## src/rtl/slot_io_decoder.sv

```systemverilog
// Apple II peripheral-slot address decoder: registered DEVSEL/IOSEL/IOSTROBE pulses,
// $C800 expansion-ROM ownership tracking and an in-order capture FIFO for DEVSEL writes.
module slot_io_decoder #(
  parameter int SLOT       = 3,
  parameter int FIFO_DEPTH = 4,
  localparam int PW        = $clog2(FIFO_DEPTH),
  localparam int CW        = PW + 1
) (
  input  logic          clk_logic_i,
  input  logic          reset_i,
  input  logic          device_reset_n_i,
  input  logic [15:0]   addr_i,
  input  logic [7:0]    data_i,
  input  logic          rw_n_i,
  input  logic          data_in_strobe_i,
  output logic          devsel_o,
  output logic          iosel_o,
  output logic          iostrobe_o,
  output logic          c8_sel_o,
  output logic          c8_owner_o,
  output logic [10:0]   sel_addr_o,
  output logic          sel_rw_n_o,
  output logic          wr_valid_o,
  input  logic          wr_ready_i,
  output logic [3:0]    wr_reg_o,
  output logic [7:0]    wr_data_o,
  output logic [CW-1:0] fifo_count_o,
  output logic          overflow_o
);

  localparam logic [2:0] SLOT_L = 3'(SLOT);

  typedef enum logic {IDLE = 1'b0, OWNED = 1'b1} own_state_t;

  own_state_t   state_q, state_d;
  logic         devsel_q, iosel_q, iostrobe_q, c8_sel_q;
  logic [10:0]  sel_addr_q;
  logic         sel_rw_n_q;
  logic [PW-1:0] wr_ptr_q, rd_ptr_q;
  logic [CW-1:0] count_q, count_d;
  logic         overflow_q;
  logic [11:0]  mem_q [FIFO_DEPTH];

  logic dev_hit, io_hit, strb_hit, cfff_hit;
  logic push, pop, full, accept, drop;

  always_comb begin
    dev_hit  = data_in_strobe_i && (addr_i[15:7] == 9'h181) && (addr_i[6:4] == SLOT_L);
    io_hit   = data_in_strobe_i && (addr_i[15:8] == {5'b11000, SLOT_L});
    strb_hit = data_in_strobe_i && (addr_i[15:11] == 5'b11001);
    cfff_hit = data_in_strobe_i && (addr_i == 16'hCFFF);
    push     = dev_hit && !rw_n_i && device_reset_n_i;
    pop      = (count_q != {CW{1'b0}}) && wr_ready_i;
    full     = (count_q == CW'(FIFO_DEPTH));
    accept   = push && (!full || pop);
    drop     = push && full && !pop;
    if (accept && !pop) begin
      count_d = count_q + CW'(1);
    end else if (!accept && pop) begin
      count_d = count_q - CW'(1);
    end else begin
      count_d = count_q;
    end
  end

  // Ownership is released by any $CFFF access and claimed by this slot's IOSEL page.
  always_comb begin
    state_d = state_q;
    if (!device_reset_n_i) begin
      state_d = IDLE;
    end else begin
      case (state_q)
        IDLE:    if (io_hit) state_d = OWNED; else state_d = IDLE;
        OWNED:   if (cfff_hit) state_d = IDLE; else state_d = OWNED;
        default: state_d = IDLE;
      endcase
    end
  end

  always_ff @(posedge clk_logic_i) begin
    if (reset_i) begin
      state_q    <= IDLE;
      devsel_q   <= 1'b0;
      iosel_q    <= 1'b0;
      iostrobe_q <= 1'b0;
      c8_sel_q   <= 1'b0;
      sel_addr_q <= 11'd0;
      sel_rw_n_q <= 1'b1;
      wr_ptr_q   <= {PW{1'b0}};
      rd_ptr_q   <= {PW{1'b0}};
      count_q    <= {CW{1'b0}};
      overflow_q <= 1'b0;
    end else begin
      state_q    <= state_d;
      devsel_q   <= dev_hit;
      iosel_q    <= io_hit;
      iostrobe_q <= strb_hit;
      // c8_sel looks at ownership as it stood before this access.
      c8_sel_q   <= strb_hit && (state_q == OWNED);
      if (dev_hit || io_hit || strb_hit) begin
        sel_addr_q <= addr_i[10:0];
        sel_rw_n_q <= rw_n_i;
      end
      if (!device_reset_n_i) begin
        wr_ptr_q <= {PW{1'b0}};
        rd_ptr_q <= {PW{1'b0}};
        count_q  <= {CW{1'b0}};
      end else begin
        if (accept) wr_ptr_q <= wr_ptr_q + PW'(1);
        if (pop)    rd_ptr_q <= rd_ptr_q + PW'(1);
        count_q <= count_d;
      end
      if (drop) overflow_q <= 1'b1;
    end
  end

  // Storage needs no reset: occupancy alone decides what is valid.
  always_ff @(posedge clk_logic_i) begin
    if (accept) mem_q[wr_ptr_q] <= {addr_i[3:0], data_i};
  end

  assign devsel_o     = devsel_q;
  assign iosel_o      = iosel_q;
  assign iostrobe_o   = iostrobe_q;
  assign c8_sel_o     = c8_sel_q;
  assign c8_owner_o   = (state_q == OWNED);
  assign sel_addr_o   = sel_addr_q;
  assign sel_rw_n_o   = sel_rw_n_q;
  assign wr_valid_o   = (count_q != {CW{1'b0}});
  assign wr_reg_o     = mem_q[rd_ptr_q][11:8];
  assign wr_data_o    = mem_q[rd_ptr_q][7:0];
  assign fifo_count_o = count_q;
  assign overflow_o   = overflow_q;

endmodule

```

## config.mk

```make
export PLATFORM = sky130hd
export DESIGN_NAME = slot_io_decoder
export DESIGN_NICKNAME = d
export VERILOG_FILES = /design/src/rtl/slot_io_decoder.sv
export SDC_FILE = /design/constraint.sdc
export NUM_CORES = 1
export LEC_CHECK = 0
export CAP_MARGIN = 20
export CORE_MARGIN = 3
export CORE_UTILIZATION = 54
export DETAILED_ROUTE_END_ITERATION = 8
export GPL_ROUTABILITY_DRIVEN = 0
export PLACE_DENSITY_LB_ADDON = 0.1
export SYNTH_ARGS = -nofsm -noshare
export SYNTH_HDL_FRONTEND = slang
export SYNTH_SLANG_ARGS = --single-unit
```

## constraint.sdc

```tcl
create_clock -name clk_logic_i -period 4.5 [get_ports clk_logic_i]
set_input_delay 0.9 -clock clk_logic_i [delete_from_list [all_inputs] [get_ports clk_logic_i]]
set_output_delay 0.9 -clock clk_logic_i [all_outputs]
set_load 0.1 [all_outputs]
```

; Yosys cells after proc, flatten, opt, wreduce, memory -nomap -nowiden
; Memory sizes are Yosys's and may differ from the RTL's. A register that Yosys moved wholly into a read port is not among the register bits.
; Index checks and enable logic that the tools add are counted.
[word_totals]
out_inout_bits = 34
romBits = 0
ff_bits = 25
latchBits = 0
mem_bits_rw = 48
mem_count = 1
[memory_table]
columns = name, words, word_bits, read_ports, rd_clocked_by_memory_dff, wr, line_no
row1 = mem_q, 4, 12, 1, 1, 1, 42  ; logic [11:0] mem_q [FIFO_DEPTH];
[classes]
n_mux = 9
n_shift = 0
n_reduce_logical = 24
n_bitwise = 2
mul = 0
order_cmp = 0
n_div = 0
eq_ne = 6
n_addsub = 4
[ops]
columns = cell, count
row1 = "16-bit equality test, second input constant", 1
row2 = 1-bit logical AND, 14
row3 = "9-bit equality test, second input constant", 1
row4 = "8-bit equality test, second input constant", 1
row5 = 3-bit two-way mux, 2
row6 = "5-bit equality test, second input constant", 1
row7 = "2-bit by 1-bit adder with 2-bit output, second input constant", 2
row8 = 1-bit logical NOT, 4
row9 = 1-bit two-way mux, 4
row10 = 2-bit two-way mux, 2
row11 = "3-bit by 1-bit adder with 3-bit output, second input constant", 1
row12 = "3-bit by 2-bit equality test with 1-bit output, second input constant", 1
row13 = "3-bit equality test, second input constant", 1
row14 = 1-bit logical OR, 3
row15 = 3-bit nonzero test, 1
row16 = "3-bit by 1-bit subtractor with 3-bit output, second input constant", 1
row17 = 1-bit inverter, 2
row18 = 1-bit one-hot mux with 2 select lines, 1
row19 = 2-bit nonzero test, 1
row20 = 2-bit OR reduction, 1

; Logic depth before layout (Yosys ltp)
; Gate-level depths: netlist of the first run.
[depth]
ltp_word = 10
mapped_depth = 9
mapped_depth_nobuf = 9

; Least setup slack after synthesis of the first run
; No wires, ideal clock.
[synth_timing]
kind = input port to flip-flop
start = input addr_i[12]
end = register count_q[2], in the netlist fifo_count_o[2]
arrival_ps = 3060
required_time_ps = 4429
cell_stages = 9
slack_ps = 1369
path_buffers = 0
setup_time_ps = 71
cell_sequence = or3b_4 nor4_4 and3_1 ha_1 inv_1 fa_1 xor2_1 or3_1 a21oi_1
[synth_between]
elab_chain_len = 9
[synth_lines]
columns = element, line_no
row1 = from (decl), 12  ; input logic [15:0] addr_i,
row2 = 9-bit equality test *, 48  ; dev_hit = data_in_strobe_i && (addr_i[15:7] == 9'h181) && (addr_i[6:4] == SLOT_L);
row3 = 1-bit logical AND * (2 in a row), 48
row4 = 1-bit logical AND * (2 in a row), 52  ; push = dev_hit && !rw_n_i && device_reset_n_i;
row5 = 1-bit logical AND *, 55  ; accept = push && (!full || pop);
row6 = net accept, 45  ; logic push, pop, full, accept, drop;
row7 = 1-bit logical NOT, 59  ; end else if (!accept && pop) begin
row8 = 1-bit logical AND, 59
row9 = 2-bit nonzero test (no source line), n/a
row10 = to (signal assigned), 91  ; count_q <= {CW{1'b0}};
row11 = to (signal assigned), 107  ; count_q <= {CW{1'b0}};
row12 = to (signal assigned), 111  ; count_q <= count_d;
row13 = to (decl), 40  ; logic [CW-1:0] count_q, count_d;
; Mark *: on every way through the listed nets, which the timed path passes. The rest lies on a longest branch.
; A chain may end at the register's enable or synchronous reset.

==> results of run 1 <==
worst max-delay path by stage:
stage	slack, ns	end	cells past startpoint
floorplan	1.37	fifo_count_o[2]$_SDFFE_PP0P_	9
global placement	0.86	fifo_count_o[2]$_SDFFE_PP0P_	10
detailed placement	0.74	fifo_count_o[2]$_SDFFE_PP0P_	10
CTS	0.74	wr_data_o[7]	2
global route	0.65	wr_data_o[0]	2
finish	0.81	wr_data_o[0]	2
where the power goes:
group | switching, µW | internal (µW) | leakage, µW | total (µW)
sequential | 0.543 | 731 | 0.000649 | 731
clock | 221 | 269 | 0.000101 | 490
combinational | 33.5 | 29.5 | 0.000526 | 63.0
total | 255 | 1030 | 0.00128 | 1280
critical path: cells and delay by family (launching register included):
| family | cells | cell delay, ns |
|---|---|---|
| buffers and inverters | 1 | 1.00 |
| flip-flops | 1 | 0.85 |
| multiplexers | 1 | 0.61 |
registers in the layout, indices dropped and copies added, names as in the netlist, named ones only:
name	flops
c8_owner_o	1
c8_sel_o	1
devsel_o	1
fifo_count_o	3
iosel_o	1
iostrobe_o	1
mem_q	48
overflow_o	1
rd_ptr_q	2
sel_addr_o	11
sel_rw_n_o	1
wr_ptr_q	2
final cells by class:
type                       count  area (µm²)
timing repair buffer          63         631
sequential                    75        1980
fill                         375        1390
clock buffer                  11         141
multi-input combinational    108         968
inverter                       5        18.8
clock inverter                 5        52.6
tap                           70        87.6
per-stage QoR:
| stage | utilization | power (µW) | area, µm² | cells |
|---|---|---|---|---|
| floorplan | - | 772 | 3030 | 195 |
| global placement | 0.700 | 809 | 3690 | 321 |
| detailed placement | 0.700 | 810 | 3690 | 321 |
| CTS | 0.736 | 1300 | 3880 | 337 |
| global route | 0.736 | 1330 | 3880 | 337 |
| finish | 0.736 | 1280 | 3880 | 337 |
routing by layer:
metal  track usage  share of wire  vias to the layer above
met3        0.0388          0.051                        5
met2         0.334           0.52                       64
met1         0.239           0.42                      867
met5             0              0                        -
li1              -              -                      877
met4        0.0811         0.0099                        0
cells in the final DEF (no fill, tap or decap), types with 3 or more instances in the layout:
master                            instances
sky130_fd_sc_hd__mux4_2                  12
sky130_fd_sc_hd__edfxtp_1                48
sky130_fd_sc_hd__ha_1                     5
sky130_fd_sc_hd__nor2_1                  12
sky130_fd_sc_hd__clkdlybuf4s50_1         63
sky130_fd_sc_hd__nand4_1                  4
sky130_fd_sc_hd__inv_1                    4
sky130_fd_sc_hd__xor2_1                   4
sky130_fd_sc_hd__clkbuf_8                10
sky130_fd_sc_hd__nor4_1                   3
sky130_fd_sc_hd__nand2_1                 24
sky130_fd_sc_hd__a21oi_1                  4
sky130_fd_sc_hd__dfxtp_1                 27
sky130_fd_sc_hd__mux2i_1                 11
sky130_fd_sc_hd__and2_1                   4
cell families after synthesis:
| group | share of synthesized area |
|---|---|
| AOI/OAI and AO/OA | 0.0401 |
| xor gates and xnor gates | 0.0116 |
| adders and majority gates | 0.0273 |
| buffers and inverters | 0.0248 |
| DFF | 0.655 |
| muxes | 0.126 |
| and+or+nand+nor | 0.115 |
==> results.rst, run 1 <==
.. list-table::
   :header-rows: 1

   * - Metric
     - Value
   * - Run status
     - complete, no violations
   * - Internal reg-to-reg setup slack
     - 2.18 ns
   * - Worst setup slack after layout
     - 0.810 ns
   * - Clock transition at the register clock pins on the worst setup and hold paths after CTS
     - 0.07 ns
   * - Routed WL per cell
     - 17.0 µm
   * - Chip Width
     - 80.9 µm
   * - Post-CTS sizing
     - 0
   * - Dominant cell by count in the synthesized netlist
     - sky130_fd_sc_hd__edfxtp_1
   * - Remaining design rule violation count
     - 0
   * - HP Class
     - reg -> reg
   * - DR vias
     - 1813
   * - Post-DP HPWL
     - 3.94 mm
   * - Cell type with the largest total area after synthesis
     - sky130_fd_sc_hd__edfxtp_1
   * - Setup-failing EPs final
     - 0
   * - Start of the worst register-to-register path
     - fifo_count_o[0]$_SDFFE_PP0P_
   * - Kind of start point of the critical path
     - flip-flop
   * - FP Rows
     - 26
   * - Fmax
     - 271 MHz
   * - Crit end category
     - output port
   * - Post-route minimum period
     - 3.69 ns
   * - Fraction of registers with async set or reset after synthesis
     - 0
   * - Top FF cell, synth
     - sky130_fd_sc_hd__edfxtp_1
   * - Number of nets at the end of the flow
     - 298
   * - Area fraction of the dominant cell type after synthesis
     - 0.476
   * - Number of H-tree branching levels
     - 3
   * - Number of hold buffers added after CTS
     - 0
   * - Cell types occupying the most area after synthesis
     - sky130_fd_sc_hd__edfxtp_1 (48%), sky130_fd_sc_hd__dfxtp_1 (18%), sky130_fd_sc_hd__mux4_2 (8.9%), sky130_fd_sc_hd__mux2i_1 (3.6%), sky130_fd_sc_hd__nand2_1 (3.0%)
   * - Startpoint of the worst hold path
     - sel_addr_o[10]$_SDFFE_PP0P_
   * - Cell Chain, Critical Path
     - mux4_2, clkdlybuf4s50_1
   * - Share of final-layout standard cells stronger than drive strength 1
     - 0.135
   * - Cell area after synthesis
     - 0.00303 mm²
   * - Total Neg Setup Slack
     - 0 ns
   * - Average via count per standard cell
     - 5.38
   * - Number of failing hold endpoints at the final stage
     - 0
   * - Highest fanout seen on the critical path
     - 12
   * - Gate Count Post-Synth
     - 195
   * - Maximum clock skew at final layout
     - 0.00734 ns
   * - Required arrival time at the worst endpoint
     - 3.60 ns
   * - Final count of pins violating max slew
     - 0
   * - I/O pin count
     - 64
   * - RSZ-0062 raised after global routing
     - false
   * - Clock latency reported for the late side of the worst-skew pair
     - 0.32 ns
   * - Worst hold margin
     - 0.463 ns
   * - Number of CTS-inserted buffers
     - 9
   * - Portion of the clock cycle consumed by the worst path in the final layout
     - 0.820
   * - Die Outline Area
     - 0.00654 mm²
   * - Endpoint with the worst hold slack
     - sel_addr_o[10]$_SDFFE_PP0P_
   * - Leakage
     - 0.00128 µW
   * - Critical Path AT
     - 2.79 ns
   * - Total Routing Usage GR
     - 0.194
   * - Number of synthesis warnings
     - 0
   * - Leading cell types by count after synthesis
     - sky130_fd_sc_hd__edfxtp_1 (48), sky130_fd_sc_hd__dfxtp_1 (27), sky130_fd_sc_hd__nand2_1 (24)
   * - Sequential-to-total area share from yosys stat
     - 0.655
   * - GRT Residual Overflow
     - 0
   * - Layout overhead on the synthesized area
     - 28.3%
   * - Worst hold path depth
     - 2
   * - Slowest-stage cell, CP
     - sky130_fd_sc_hd__clkdlybuf4s50_1
   * - Number of enable flip-flop cells after synthesis
     - 48
   * - CP peak stage delay
     - 1.00 ns
   * - DR iter-0 viols
     - 100
   * - Wire length after detailed routing
     - 5.73 mm
   * - First-pass GRT wire length
     - 9.16 mm
   * - Pin slew with the least headroom to its limit
     - 0.997 ns
   * - Vias in the first global route
     - 1855
   * - R2R Path End
     - fifo_count_o[2]$_SDFFE_PP0P_
   * - Post-CTS Setup Bufs
     - 0
   * - Clk root buf
     - sky130_fd_sc_hd__clkbuf_8
   * - Detailed-routing iteration count for the pre-antenna-repair pass
     - 4
   * - Antenna violations before repair
     - 0
   * - Final antenna diode count
     - 0
   * - Critical path start-end classification
     - reg -> out
   * - Worst vdd rail ir drop
     - 0.172 mV
   * - CTS tree
     - built
   * - Power density cells
     - 331 mW/mm²
   * - Std-Cell Core Area
     - 0.00527 mm²
   * - Number of buffers inserted by port buffering
     - 63
   * - Maximum number of pins on one net before global-route repair
     - 23
   * - Die extent in y
     - 80.9 µm
   * - Worst R2R Path Depth
     - 8
   * - Buffer depth of the longest clock path
     - 2
   * - CTS Sinks
     - 75
   * - Number of distinct library cells after synthesis
     - 41
   * - Pre-CTS setup slack
     - 0.745 ns
   * - Remaining antenna violation count
     - 0
   * - Tightest slew margin relative to the limit
     - 0.333
   * - Maximum capacitance violations
     - 0
   * - Starting utilization of the core area
     - 0.574
   * - Yosys reg bits
     - 75
   * - Avg Synthesized Cell Area
     - 15.5 µm²
   * - Post-Syn Nets
     - 231
Note: power is estimated with default switching activity, not from simulation.
==> run 2, diff against run 1 <==
--- a/config.mk
+++ b/config.mk
@@ -7,7 +7,7 @@
 export LEC_CHECK = 0
 export CAP_MARGIN = 20
 export CORE_MARGIN = 3
-export CORE_UTILIZATION = 54
+export CORE_UTILIZATION = 50
 export DETAILED_ROUTE_END_ITERATION = 8
 export GPL_ROUTABILITY_DRIVEN = 0
 export PLACE_DENSITY_LB_ADDON = 0.1
==> constraint.sdc (replaced) <==
create_clock -name clk_logic_i -period 3.7 [get_ports clk_logic_i]
set_input_delay 0.74 -clock clk_logic_i [delete_from_list [all_inputs] [get_ports clk_logic_i]]
set_output_delay 0.74 -clock clk_logic_i [all_outputs]
set_load 0.1 [all_outputs]
==> results.rst, run 2 (synthesis gave the netlist of run 1 again) <==
.. list-table::
   :header-rows: 1

   * - Metric
     - Value
   * - FP Rows
     - 27 (+3.8%)
   * - Final antenna diode count
     - 0 (unchanged)
   * - Run status
     - complete, no violations
   * - Remaining design rule violation count
     - 0 (unchanged)
   * - Die extent in y
     - 83.8 µm (+3.6%)
   * - Final count of pins violating max slew
     - 0 (unchanged)
   * - Average via count per standard cell
     - 5.36 (-0.36%)
   * - Critical Path AT
     - 3.38 ns (+0.59 ns)
   * - Number of flip-flops under the largest register name
     - 48 (unchanged)
   * - CTS tree
     - built
   * - Number of CTS-inserted buffers
     - 9 (unchanged)
   * - Power density cells
     - 406 mW/mm² (+23%)
   * - Pin slew with the least headroom to its limit
     - 0.988 ns (-0.00936 ns)
   * - GRT Residual Overflow
     - 0 (unchanged)
   * - Kind of start point of the critical path
     - input port
   * - Post-DP HPWL
     - 3.85 mm (-2.3%)
   * - Post-CTS Setup Bufs
     - 0 (unchanged)
   * - Total Routing Usage GR
     - 0.169 (-0.0250)
   * - Highest fanout seen on the critical path
     - 5 (-7)
   * - Detailed-routing iteration count for the pre-antenna-repair pass
     - 4 (unchanged)
   * - Highest-count cells in the layout ignoring fill and taps
     - sky130_fd_sc_hd__clkdlybuf4s50_1 (50), sky130_fd_sc_hd__edfxtp_1 (48), sky130_fd_sc_hd__dfxtp_1 (27)
   * - I/O pin count
     - 64 (unchanged)
   * - Number of nets at the end of the flow
     - 303 (+1.7%)
   * - Chip Width
     - 83.8 µm (+3.6%)
   * - Number of buffers inserted by port buffering
     - 63 (unchanged)
   * - Fmax
     - 322 MHz
   * - Antenna violations before repair
     - 0 (unchanged)
   * - Clock transition at the register clock pins on the worst setup and hold paths after CTS
     - 0.07 ns (about the same)
   * - Number of H-tree branching levels
     - 3 (unchanged)
   * - First-pass GRT wire length
     - 9.12 mm (-0.38%)
   * - Top reg by flops
     - mem_q
   * - CTS Sinks
     - 75 (unchanged)
   * - Share of final-layout standard cells stronger than drive strength 1
     - 0.202 (+0.0674)
   * - Portion of the clock cycle consumed by the worst path in the final layout
     - 0.840
   * - Maximum number of pins on one net before global-route repair
     - 23 (unchanged)
   * - Maximum clock skew at final layout
     - 0.00672 ns (-0.000625 ns)
   * - Std-Cell Core Area
     - 0.00568 mm² (+7.7%)
   * - Critical path start-end classification
     - in -> reg
   * - Most common cell after layout, fill and taps aside
     - sky130_fd_sc_hd__clkdlybuf4s50_1
   * - Setup-failing EPs final
     - 0 (unchanged)
   * - DR iter-0 viols
     - 86 (-14%)
   * - Leakage
     - 0.00132 µW (+3.4%)
   * - Clock latency reported for the late side of the worst-skew pair
     - 0.34 ns (+0.02 ns)
   * - Routed WL per cell
     - 16.1 µm (-5.4%)
   * - Post-CTS sizing
     - 0 (unchanged)
   * - DR vias
     - 1844 (+1.7%)
   * - Post-route minimum period
     - 3.11 ns
   * - Wire length after detailed routing
     - 5.54 mm (-3.4%)
   * - Starting utilization of the core area
     - 0.533 (-0.0410)
   * - Number of hold buffers added after CTS
     - 0 (unchanged)
   * - Required arrival time at the worst endpoint
     - 3.97 ns (+0.37 ns)
   * - Maximum capacitance violations
     - 0 (unchanged)
   * - Util after Layout
     - 0.688 (-0.0489)
   * - Buffer depth of the longest clock path
     - 2 (unchanged)
   * - Clk root buf
     - sky130_fd_sc_hd__clkbuf_8
   * - Total Neg Setup Slack
     - 0 ns (unchanged)
   * - Worst vdd rail ir drop
     - 0.244 mV (+42%)
   * - Remaining antenna violation count
     - 0 (unchanged)
   * - Crit end category
     - flip-flop
   * - Die Outline Area
     - 0.00702 mm² (+7.4%)
   * - Layout overhead on the synthesized area
     - 29.0%
   * - Vias in the first global route
     - 1902 (+2.5%)
   * - HP Class
     - reg -> reg
   * - Number of failing hold endpoints at the final stage
     - 0 (unchanged)
   * - Tightest slew margin relative to the limit
     - 0.339 (+0.00626)
   * - RSZ-0062 raised after global routing
     - false
==> run 2: changes by cell type in the layout (fill, tap and decap cells not counted) <==
cell,before,now
sky130_fd_sc_hd__clkinv_2,2,0
sky130_fd_sc_hd__clkinv_1,1,0
sky130_fd_sc_hd__clkdlybuf4s50_1,63,50
sky130_fd_sc_hd__clkinv_4,1,0
sky130_fd_sc_hd__buf_4,0,18
sky130_fd_sc_hd__clkbuf_16,0,1
sky130_fd_sc_hd__clkbuf_8,10,12
sky130_fd_sc_hd__bufinv_16,1,0
sky130_fd_sc_hd__inv_4,0,1
sky130_fd_sc_hd__clkinvlp_4,0,1
==> run 2: routing by layer <==
metal	GRT usage	vias to the layer above	routed length [µm]
li1	-	879	-
met1	0.217	905	2400
met2	0.270	55	2760
met3	0.0612	5	332
met4	0.0497	0	43
met5	0	-	0
==> run 2: worst paths after layout <==
check / start / slack (ns) / cells past startpoint / endpoint
min reg2reg: sel_addr_o[1]$_SDFFE_PP0P_ / 0.46 / 2 / sel_addr_o[1]$_SDFFE_PP0P_
max: addr_i[15] / 0.59 / 10 / fifo_count_o[2]$_SDFFE_PP0P_
max reg2reg: fifo_count_o[0]$_SDFFE_PP0P_ / 1.34 / 8 / fifo_count_o[2]$_SDFFE_PP0P_
min: sel_addr_o[1]$_SDFFE_PP0P_ / 0.46 / 2 / sel_addr_o[1]$_SDFFE_PP0P_
==> run 2: area by class of cell <==
class	count	area [µm²]
Clock buffer	14	194
Clock inverter	2	13.8
Fill cell	416	1770
Inverter	5	18.8
Multi-Input combinational cell	108	968
Sequential cell	75	1980
Tap cell	72	90.1
Timing Repair Buffer	68	636
==> run 2: through the flow <==
stage / std cells / cell area (µm²) / total power [µW] / hold slack, ns / setup slack (ns)
after floorplan: 195 / 3030 / 939 / 0.485 / 0.595
after global placement: 328 / 3690 / 985 / 0.443 / 0.293
after detailed placement: 328 / 3690 / 986 / 0.450 / 0.235
after CTS: 344 / 3900 / 1600 / 0.460 / 0.593
after global routing: 344 / 3900 / 1640 / 0.478 / 0.435
final: 344 / 3900 / 1590 / 0.458 / 0.592
==> run 2: worst max-delay path, cell delays in order <==
cell and delay, ns:
sky130_fd_sc_hd__clkdlybuf4s50_1 0.44, sky130_fd_sc_hd__or3b_4 0.39, sky130_fd_sc_hd__nor4_4 0.28, sky130_fd_sc_hd__and3_1 0.27, sky130_fd_sc_hd__ha_1 0.20, sky130_fd_sc_hd__inv_1 0.06, sky130_fd_sc_hd__fa_1 0.38, sky130_fd_sc_hd__xor2_1 0.16
sky130_fd_sc_hd__or3_1 0.31, sky130_fd_sc_hd__a21oi_1 0.14
==> run 2: report_power, final <==
part           total, µW  internal [µW]  switching [µW]
logic               77.4           37.0            40.4
clock network        619            340             278
registers            890            889           0.615
total               1590           1270             319
